$ cat config.mk
export PLATFORM = sky130hd
export DESIGN_NAME = if_stage
export DESIGN_NICKNAME = d
export VERILOG_FILES = /design/src/rtl/if_stage_pkg.sv /design/src/rtl/if_stage_pc_reg.sv /design/src/rtl/if_stage.sv
export SDC_FILE = /design/constraint.sdc
export NUM_CORES = 1
export LEC_CHECK = 0
export CORE_UTILIZATION = 33
export DETAILED_ROUTE_END_ITERATION = 8
export GPL_TIMING_DRIVEN = 1
export PLACE_DENSITY = 0.82
export SLEW_MARGIN = 5
export SYNTH_ARGS = -nofsm -noshare
export SYNTH_HDL_FRONTEND = slang
export SYNTH_HIERARCHICAL = 1
export SYNTH_SLANG_ARGS = --single-unit
export TNS_END_PERCENT = 10
$ cat constraint.sdc
create_clock -name clk -period 2.9 [get_ports clk]
set_input_delay 0.58 -clock clk [delete_from_list [all_inputs] [get_ports clk]]
set_output_delay 0.58 -clock clk [all_outputs]
set_load 0.01 [all_outputs]
$ cat src/rtl/if_stage_pkg.sv
// if_stage_pkg: shared widths and constants for the instruction fetch stage
package if_stage_pkg;
    localparam int XLEN = 32;
    localparam logic [XLEN-1:0] RESET_PC_DEF  = 32'h0000_0000;
    localparam logic [XLEN-1:0] NOP_INSTR_DEF = 32'h0000_0013;
    localparam logic [XLEN-1:0] PC_INC        = 32'd4;
endpackage

$ cat src/rtl/if_stage_pc_reg.sv
// if_stage_pc_reg: register with asynchronous active-low reset to a load value
module if_stage_pc_reg
    import if_stage_pkg::*;
#(
    parameter logic [XLEN-1:0] RESET_VAL = RESET_PC_DEF
) (
    input  logic            clk,
    input  logic            rst_n,
    input  logic [XLEN-1:0] d_i,
    output logic [XLEN-1:0] q_o
);
    logic [XLEN-1:0] val_q;
    // capture next value every edge; reset loads RESET_VAL without waiting for clk
    always_ff @(posedge clk or negedge rst_n) begin
        if (!rst_n) val_q <= RESET_VAL;
        else        val_q <= d_i;
    end
    assign q_o = val_q;
endmodule

$ cat src/rtl/if_stage.sv
// if_stage: instruction fetch with branch-predictor redirect and free-running PC
module if_stage
    import if_stage_pkg::*;
#(
    parameter logic [XLEN-1:0] RESET_PC  = RESET_PC_DEF,
    parameter logic [XLEN-1:0] NOP_INSTR = NOP_INSTR_DEF
) (
    input  logic            clk,
    input  logic            rst,
    input  logic            hit,
    input  logic            taken,
    input  logic [XLEN-1:0] pred_PC,
    input  logic [XLEN-1:0] instr_read,
    output logic            cs_i_n,
    output logic [XLEN-1:0] i_addr,
    output logic [XLEN-1:0] instrCode,
    output logic [XLEN-1:0] PC_IF,
    output logic [XLEN-1:0] PC_4_IF
);
    logic [XLEN-1:0] pc_q, pc_d, pc_4, pred_al;
    assign pred_al = pred_PC & ~32'd3;
    assign pc_4    = pc_q + PC_INC;
    // redirect only on a predicted-taken hit; otherwise fall through, wrapping mod 2^32
    always_comb begin
        pc_d = (hit && taken) ? pred_al : pc_4;
    end
    if_stage_pc_reg #(.RESET_VAL(RESET_PC)) u_pc (
        .clk   (clk),
        .rst_n (rst),
        .d_i   (pc_d),
        .q_o   (pc_q)
    );
    assign i_addr    = pc_q;
    assign PC_IF     = pc_q;
    assign PC_4_IF   = pc_4;
    assign instrCode = rst ? instr_read : NOP_INSTR;
    assign cs_i_n    = ~rst;
endmodule

==> impl_metrics.ini, run 1 <==
[floorplan]
initial_utilization_pct = 34.4
dieArea_mm2 = 0.00751
io_pins = 197
row_count = 30
placeableCoreArea_mm2 = 0.00687
chipWidth_um = 86.7
die_y_um = 86.7

[hold_path]
hold_path_class = flip-flop to flip-flop
min_delay_path_depth = 1

[synth]
async_flop_share_pct = 100
synth.most_common_cell = buf_4
ys_warn_count = 6
yosysSeqAreaShare_pct = 33.8
syn_nets = 344
syn_area_mm2 = 0.00237
post-synth-top-area-cell = dfrtp_1
yosys_register_bits = 32
synth_top_area_share_pct = 33.8
synthCells = 275
synth_common_cells = 34 x buf_4, 32 x dfrtp_1, 31 x and2_1
avgSynthCellArea_um2 = 8.60
synth_cell_types = 36
yosys_most_used_dff = dfrtp_1
synth_edf_count = 0
synth.area.top_cells = dfrtp_1 34%, buf_4 11%, and2_1 8.2%

[clock_network]
clock_path_buffers = 2
htree_levels = 2
root_buffer = clkbuf_8
clock_latency_ns = 0.28
cts_buffers = 5
cts_tree = built
cts.sinks = 32
clk_pin_slew_ns = 0.06

[power_and_ir_drop]
power.leakage_nw = 1.84
peakVddDrop_uv = 506
fin_total_pwr_w = 0.00248
power_density_mw_per_mm2 = 543

[sta]
rsz0062_at_grt = true
fin_crit_sh_pct = 98.5
max_freq_mhz = 350
worst_clock_skew_ns = 0.00330
worstMarginPinSlew_ns = 0.562
setup_viol = 0
finalMaxSlewViolations = 0
fin_ws_ns = 0.0425
slew_headroom_pct = 62.4
final-hold-violation-count = 0
fin_crit_ns = 2.86

[global_routing]
grt_antenna_before_repair = 0
overflow = 0
grt_pass1_vias = 2751
grt_util_all_layers_pct = 23.1
grt_max_degree = 35
grt_first_pass_wirelength_um = 13400

[final_layout]
area_delta_synth_final_pct = 93.3
largest_reg_flops = 32
nets = 541
n_antenna_cell = 0
drive_gt1_share_pct = 16.9
fillers = 587

[drt]
drc_errors = 0
dr.pass1.iters = 4
num_vias = 2758
ant_nets = 0
drt_first_iter_violations = 88
routedWlPerCell_um = 15.4
wl_um = 8750
viasPerCell = 4.86

[placed_design]
place_hpwl_um = 7000
io_buffers = 194
gp_congestion = 0.829
pre_cts_slack_ns = 0.0443

[worst_setup_path]
crit_required_ns = 2.32
arrival_ns = 2.28
rr_worst_depth = 6
path_class = flip-flop to primary output
cp_max_fo = 13
crit_path_end_kind = primary output
cp-start-kind = flip-flop

[flow_run]
drv_cap = 0

[run_status]
status = finished clean
[report_power, final]
group / internal (W) / switching [W] / total [W] / leakage (nW)
clock: 0.000211 / 0.000163 / 0.000374 / 0.0503
sequential: 0.000539 / 0.0000866 / 0.000625 / 0.367
combinational: 0.000855 / 0.000631 / 0.00149 / 1.42
total: 0.00160 / 0.000880 / 0.00248 / 1.84
[cell usage in the layout, fill, tap and decap left out, types with 4 or more instances in the layout]
master,Yosys,layout
clkbuf_8,0,7
xor2_1,5,5
clkdlybuf4s50_1,0,179
inv_1,6,6
o21ai_1,0,4
dlygate4sd2_1,0,11
nand4_1,9,9
or3_1,4,4
dfrtp_1,32,31
and2_1,31,31
xnor2_1,9,9
nor2_1,19,19
a31oi_1,14,14
buf_4,34,40
nand3_1,9,8
or4_1,8,6
mux2_2,14,14
nand2_1,27,26
[worst paths after layout]
kind,from,to,slack (ns)
hold reg to reg,u_pc/q_o[0],u_pc/q_o[0],0.56
min in group asynchronous,rst,u_pc/q_o[16],0.70
setup reg to reg,u_pc/q_o[7],u_pc/q_o[16],0.97
hold / removal,u_pc/q_o[0],u_pc/q_o[0],0.56
setup / recovery,u_pc/q_o[7],PC_4_IF[27],0.04
max in group asynchronous,rst,u_pc/q_o[5],1.88
[per-stage QoR]
step / instance area, um2 / instances / TNS (ns) / utilization, % / hold slack [ns]
after floorplan: 2370 / 275 / 0 / - / 0.284
after global placement: 4420 / 559 / 0 / 64.4 / 0.524
after detailed placement: 4420 / 559 / 0 / 64.4 / 0.544
after CTS: 4530 / 566 / -0.140 / 66.0 / 0.554
after global routing: 4570 / 568 / -0.462 / 66.6 / 0.581
final: 4570 / 568 / 0 / 66.6 / 0.558
[what timing repair did]
| item | 4_1_cts | 5_1_grt |
|---|---|---|
| endpoints found under the setup margin | 16 | 10 |
| resized for setup | 21 | 9 |
| pin swaps | 2 | 3 |
| hold buffers | 0 | 0 |
| setup buffers | 0 | 2 |
[kinds of logic (layout without fill, tap and decap cells)]
kind of cell / after synthesis / count (layout) / synth area share (%)
compound gates: 30 / 30 / 7.99
buf+inv: 51 / 248 / 13.5
fa+ha+maj: 1 / 1 / 0.529
flops: 32 / 32 / 33.8
xor+xnor: 14 / 14 / 5.18
mux: 14 / 14 / 6.66
simple gates: 133 / 133 / 32.3
[critical path: stages (launching register included)]
cell	delay [ns]
dfrtp_1	0.36
nand4_1	0.15
buf_6	0.19
or4_4	0.59
o31ai_1	0.31
nand2_1	0.08
dlygate4sd2_1	0.30
[cell type report]
class,instances,area [um2],share of cell area (%)
multi-input combinational,192,1290,28.3
tap,96,120,2.63
inverter,6,22.5,0.492
sequential,32,802,17.5
clock buffer,7,96.3,2.11
timing repair buffer,235,2240,49.0
[per-layer routing]
metal | part of all wire [%] | up-vias | GRT usage [%]
met2 | 53 | 115 | 43.5
li1 | - | 1327 | -
met1 | 38 | 1303 | 24.5
met4 | 1.5 | 0 | 7.42
met5 | 0 | - | 0
met3 | 7.6 | 13 | 6.86
(Power assumes the default switching activity.)
==> run 2: changes to the inputs <==
CORE_MARGIN = 2   (was default)
GPL_ROUTABILITY_DRIVEN = 0   (was default)
==> run 2 against run 1 <==
The run now ends with negative setup slack left. Maximum frequency fell by 4.3%. Setup slack got worse by 0.13 ns. Flip-flop and latch count did not move. Clock power fell by 12%. Sequential power fell by 0.6%. Clock skew rose by 0.0069 ns. Wire length rose by 4.0%. Critical endpoint is now PC_4_IF[15]. Largest cell class unchanged. Largest power group unchanged. Highest routed layer unchanged.
==> impl_metrics.ini, run 2 (synthesis gave the netlist of run 1 again) <==
[run_status]
status = finished with violations
violations = negative setup slack

[final_layout]
layout_commonest_cell = clkdlybuf4s50_1
final_cell_mix = 178 x clkdlybuf4s50_1, 38 x buf_4, 32 x dfrtp_1, 31 x and2_1, 26 x nand2_1
nets = 539
drive_gt1_share_pct = 17.0
n_antenna_cell = 0
area_delta_synth_final_pct = 94.1
largest_reg_flops = 32
fillers = 591
fin_area_mm2 = 0.00459

[worst_setup_path]
arrival_ns = 2.41
path_class = flip-flop to primary output
crit_path_end_kind = primary output
max_stage_delay_ns = 0.60
crit_family = buffers and inverters
crit_top_cell = buf_4
cp_max_fo = 9
path_cells = buf_4, nand4_2, buf_4, nor4_2, xor2_1, clkdlybuf4s50_1
crit_buf_inv = 3
cpMaxStageDelayCell = clkdlybuf4s50_1
cp-start-kind = flip-flop
crit_required_ns = 2.32

[floorplan]
initial_utilization_pct = 34.4
row_count = 30
die_y_um = 88.7
io_pins = 197
placeableCoreArea_mm2 = 0.00687
dieArea_mm2 = 0.00786
chipWidth_um = 88.7

[global_routing]
overflow = 0
grt_first_pass_wirelength_um = 13900
grt_antenna_before_repair = 0
grt_max_degree = 40
grt_pass1_vias = 2831
grt_util_all_layers_pct = 22.7

[power_and_ir_drop]
power_density_mw_per_mm2 = 540
peakVddDrop_uv = 490
power.leakage_nw = 1.87

[clock_network]
cts.sinks = 32
cts_buffers = 5
clk_pin_slew_ns = 0.07
cts_hold_buf = 0
post_cts_buffers = 0
clock_latency_ns = 0.28
clock_path_buffers = 2
root_buffer = clkbuf_8
cts_tree = built
htree_levels = 2

[flow_run]
drv_cap = 0

[sta]
fin_ws_ns = -0.0853
hold_ws_ns = 0.294
fin_crit_ns = 2.99
setup_viol = 1
worst_clock_skew_ns = 0.0102
final-hold-violation-count = 0
slew_headroom_pct = 52.7
fin_crit_sh_pct = 103
max_freq_mhz = 335
rsz0062_at_grt = true
worstMarginPinSlew_ns = 0.707
finalMaxSlewViolations = 0

[placed_design]
pre_cts_slack_ns = 0.0393
placed_area_mm2 = 0.00442
io_buffers = 194
place_hpwl_um = 7270

[drt]
drc_errors = 0
routedWlPerCell_um = 16.1
ant_nets = 0
num_vias = 2788
viasPerCell = 4.93
drt_first_iter_violations = 97
wl_um = 9100
dr.pass1.iters = 4

[hold_path]
hold_path_class = input port to asynchronous set/reset pin
## run 2: report_power, final
| group | switching, W | internal, W | total [W] |
|---|---|---|---|
| Sequential | 0.0000837 | 0.000537 | 0.000621 |
| Combinational | 0.000656 | 0.000875 | 0.00153 |
| Clock | 0.000165 | 0.000163 | 0.000328 |
## run 2: area by class of cell
class,instances,area [um2],area share [%]
clock inverter,1,5.00,0.109
sequential,32,801,17.4
inverter,6,22.5,0.490
tap,96,120,2.62
clock buffer,6,72.6,1.58
timing repair buffer,233,2240,48.7
multi-input combinational,192,1330,29.0
## run 2: worst paths after layout
path	start	end	slack, ns	cells after the start
max in group asynchronous	rst	u_pc/q_o[25]	1.90	2
hold / removal	rst	u_pc/q_o[12]	0.29	1
setup / recovery	u_pc/q_o[2]	PC_4_IF[15]	-0.09	6
hold reg to reg	u_pc/q_o[1]	u_pc/q_o[1]	0.55	1
setup reg to reg	u_pc/q_o[15]	u_pc/q_o[19]	0.99	4
min in group clk	u_pc/q_o[1]	u_pc/q_o[1]	0.55	1
## run 2: through the flow
stage          TNS, ns  total power, W  cells  util, %
6_report       -0.0853         0.00248    566     66.8
5_1_grt         -0.521         0.00262    566     66.8
4_1_cts         -0.731         0.00247    566     65.6
3_5_place_dp         0         0.00213    559     64.4
3_3_place_gp         0         0.00209    559     64.4
2_1_floorplan        0         0.00127    275        -
## run 2: per-layer routing
layer	up-vias	share of wire (%)	GRT usage (%)
met5	-	0	0
met4	0	0.57	4.41
met3	4	7.2	4.66
met2	116	55	43.7
met1	1342	37	25.7
li1	1326	-	-
## run 2: timing repair
action,4_1_cts,5_1_grt
resized for setup,14,23
endpoints found under the setup margin,16,16
pin swaps,1,2
==> run 3: changes to the inputs <==
CORE_MARGIN = default   (was 2)
==> results of run 3 <==
Final layout, timing and power as in run 1 (identical DEF).
==> edit 1, RTL diff (flow settings as in run 1) <==
Set the package constant `XLEN` to 48 (it was 32).
--- a/src/rtl/if_stage_pkg.sv
+++ b/src/rtl/if_stage_pkg.sv
@@ -1,5 +1,5 @@
 // if_stage_pkg: shared widths and constants for the instruction fetch stage
 package if_stage_pkg;
-    localparam int XLEN = 32;
+    localparam int XLEN = 48;
     localparam logic [XLEN-1:0] RESET_PC_DEF  = 32'h0000_0000;
     localparam logic [XLEN-1:0] NOP_INSTR_DEF = 32'h0000_0013;
Ports: changed (6 resized); port bits go from 197 to 293. No check against the original RTL was run, so the function may have changed too.
==> edit 1 against run 1 <==
The flow now finishes with violations (setup timing). Sequential power grew 49%. Power grew 30%. Area after synthesis grew 44%. Design area grew 44%. Clock power grew 3%. Routed wire length grew 50%. Setup slack lost 110 ps. Sequential cell count grew 16.
==> edit 1: results (changes against run 1) <==
Yosys
  – Syn Inst Count: 354 (was 275)
  – Synth area leaders: dfrtp_1 (35%), mux2_2 (14%), buf_4 (11%), and2_1 (9.0%), xnor2_1 (7.7%) (was dfrtp_1 (34%), buf_4 (11%), and2_1 (8.2%), mux2_2 (6.7%), nand2_1 (4.3%))
  – Register area share after synthesis: 35.1% (was 33.8%)
  – XOR/XNOR Fraction of Synth Area: 10.2% (was 5.18%)
  – Post-synthesis mux area share: 13.5% (was 6.66%)
  – Syn Nets: 455 (was 344)

Power and ir drop
  – Sw Ratio: 35.4% (about the same)
  – P_leak: 0.00271 uW (was 0.00184 uW)

Critical path
  – Reg2reg path depth: 8 (was 6)
  – R2r startpoint: u_pc/q_o[2] (was u_pc/q_o[7])
  – Critical path peak fanout: 8 (was 13)
  – Critical Path AT: 2390 ps (was 2280 ps)
  – Worst reg2reg endpoint: u_pc/q_o[47] (was u_pc/q_o[16])

GRT
  – Pin count of the biggest net entering global routing: 65 (was 35)
  – Gr usage total: 24.3% (was 23.1%)
  – Vias in the first global route: 3859 (was 2751)

Place
  – GPL Wtd Cong: 0.857 (was 0.829)
  – Placed Area: 0.00641 sq mm (was 0.00442 sq mm)
  – Count of input and output buffers: 290 (was 194)

STA
  – Post-route setup slack: -66.0 ps (was 42.5 ps)
  – Layout Skew: 10.9 ps (was 3.30 ps)
  – Worst Tran Pin Value: 572 ps (was 562 ps)
  – Setup violators final: 3 (was 0)

Detailed routing
  – Wire per inst: 17.1 um (was 15.4 um)
  – M1 WL: 4850 um (was 3340 um)

Outcome
  – Violated checks: setup timing
  – Outcome: complete, but fails checks (was completed)

CTS
  – Clock Latency Late Sink: 300 ps (was 280 ps)
  – Clk slew on worst S/H paths: 90 ps (was 60 ps)

Finish
  – Fin nets: 737 (was 541)
  – Max FFs per register: 48 (was 32)

Die
  – Row cnt: 36 (was 30)

Hold path
  – Min-Delay Path Class: primary input to async pin (was flop to flop)
edit 1: cell count changes after synthesis, sizes merged, moves of 10 or more:
cell	run 1	this run
a31oi	14	4
and2	31	49
buf	35	53
dfrtp	32	48
mux2	14	41
nand2	27	15
nand4	10	25
xnor2	9	30
edit 1: final cells by class:
type,count,area [sq um],area share (%)
repair buffers,338,3260,49.3
multi-input cells,238,1880,28.4
flip-flops and latches,48,1210,18.3
well taps,133,166,2.52
clock buffers,6,72.6,1.10
inverters,5,18.8,0.284
clock inverters,1,5.00,0.0758
edit 1: worst max-delay path, cell delays in order (launching register included):
cell and delay (ps):
dfrtp_1 410, buf_4 160, nand4_1 160, nor3_2 290, buf_12 160, nand4_1 120, xnor2_2 220, clkdlybuf4s50_1 570
edit 1: what timing repair did:
| item | 4_1_cts | 5_1_grt |
|---|---|---|
| setup endpoints to repair | 35 | 17 |
| buffers inserted | 5 | 1 |
| pin swaps | 5 | 4 |
| hold buffers | 0 | 0 |
| gates resized for setup | 47 | 32 |
==> edit 2, RTL diff (settings of run 1) <==
Without the edit above. Put a register stage on the output `cs_i_n`. The value now appears one clock later. The other outputs are not delayed to match.
--- a/src/rtl/if_stage.sv
+++ b/src/rtl/if_stage.sv
@@ -35,5 +35,7 @@
     assign PC_4_IF   = pc_4;
     assign instrCode = rst ? instr_read : NOP_INSTR;
-    assign cs_i_n    = ~rst;
+    always_ff @(posedge clk) begin
+        cs_i_n <= ~rst;
+    end
 endmodule
 
Behaviour: not the same (Yosys sat finds a counterexample within 4 cycles, from zero or initial values and one cycle with rst low).
==> edit 2 against run 1 <==
Sequential power grew 1%. Sequential cell count up 1. Design area down 2.4%. Area after synthesis shrank 0.90%. Cell count is 3.3% lower. Power down 1.6%. Routed wire length shrank 5.2%. Via count decreased by 3.2%. Synthesized cell count shrank 4.0%. Register-to-register slack improved by 160 ps. Setup slack got worse by 41 ps. Count of clock-buffer cells in the layout did not move. Global-route usage fell by 1.3 points. Critical path type unchanged. Critical endpoint is now PC_4_IF[25]. Largest cell class unchanged.
==> edit 2: results (changes against run 1) <==
Power and ir drop
  – Switching power: 833 uW (was 880 uW)
  – Total power draw: 2450 uW (was 2480 uW)
  – Seq group: 633 uW (was 625 uW)
  – Power in the clock group: 388 uW (was 374 uW)

STA
  – WHS: 274 ps (was 558 ps)
  – Rel. slew slack: 58.0% (was 62.4%)
  – Layout Skew: 7.48 ps (was 3.30 ps)

Hold path
  – Min-Delay Path Class: primary input to async pin (was flop to flop)

Place
  – Post-Place Worst Slack: 110 ps (was 44.3 ps)
  – GPL Wtd Cong: 0.802 (was 0.829)
  – Placed Area: 0.00427 sq mm (was 0.00442 sq mm)

GRT
  – Gr usage total: 21.8% (was 23.1%)
  – Grt met2 use: 40.0% (was 43.5%)
  – Vias in the first global route: 2583 (was 2751)

Outcome
  – Outcome: completed (unchanged)

Detailed routing
  – DRT iter0 DRCs: 128 (was 88)
  – Routed Wire Length: 8290 um (was 8750 um)

Finish
  – Layout cells sized above 1: 15.9% (was 16.9%)
  – Fin nets: 521 (was 541)
  – Finished Layout Cells: 549 (was 568)

Critical path
  – Critical Path AT: 2320 ps (was 2280 ps)
  – Worst reg2reg endpoint: u_pc/q_o[27] (was u_pc/q_o[16])
  – R2r startpoint: u_pc/q_o[2] (was u_pc/q_o[7])

Yosys
  – Post-synth cell types: 32 (was 36)
  – Synth Area in Adders: 0.534% (was 0.529%)
  – Synth async-reset ratio: 97.0% (was 100%)
  – Register area share after synthesis: 35.0% (was 33.8%)
  – Syn Nets: 333 (was 344)
  – XOR/XNOR Fraction of Synth Area: 4.86% (was 5.18%)
  – Avg Inst Size Synth: 8.88 sq um (was 8.60 sq um)
==> edit 2: worst max path at each step <==
stage | startpoint | end | slack, ps | cells after the start
final | u_pc/q_o[2] | PC_4_IF[25] | 1 | 6
after global routing | u_pc/q_o[9] | PC_4_IF[19] | -90 | 6
after CTS | u_pc/q_o[13] | PC_4_IF[18] | -10 | 5
after detailed placement | u_pc/q_o[2] | PC_4_IF[26] | 110 | 6
after global placement | u_pc/q_o[2] | PC_4_IF[26] | 120 | 6
after floorplan | u_pc/q_o[2] | PC_4_IF[26] | 580 | 6
==> edit 2: area by class of cell <==
cell class,instances,area (sq um)
tap,96,120
timing repair buffer,227,2180
fill,586,2370
sequential,33,822
clock inverter,1,5.00
clock buffer,7,96.3
multi-input combinational,183,1240
inverter,2,7.51
==> edit 2: what timing repair did <==
item	CTS	global route
endpoints found under the setup margin	14	7
setup buffers	6	1
cloned	1	0
hold buffers	0	0
resized for setup	24	1
pin swaps	1	1
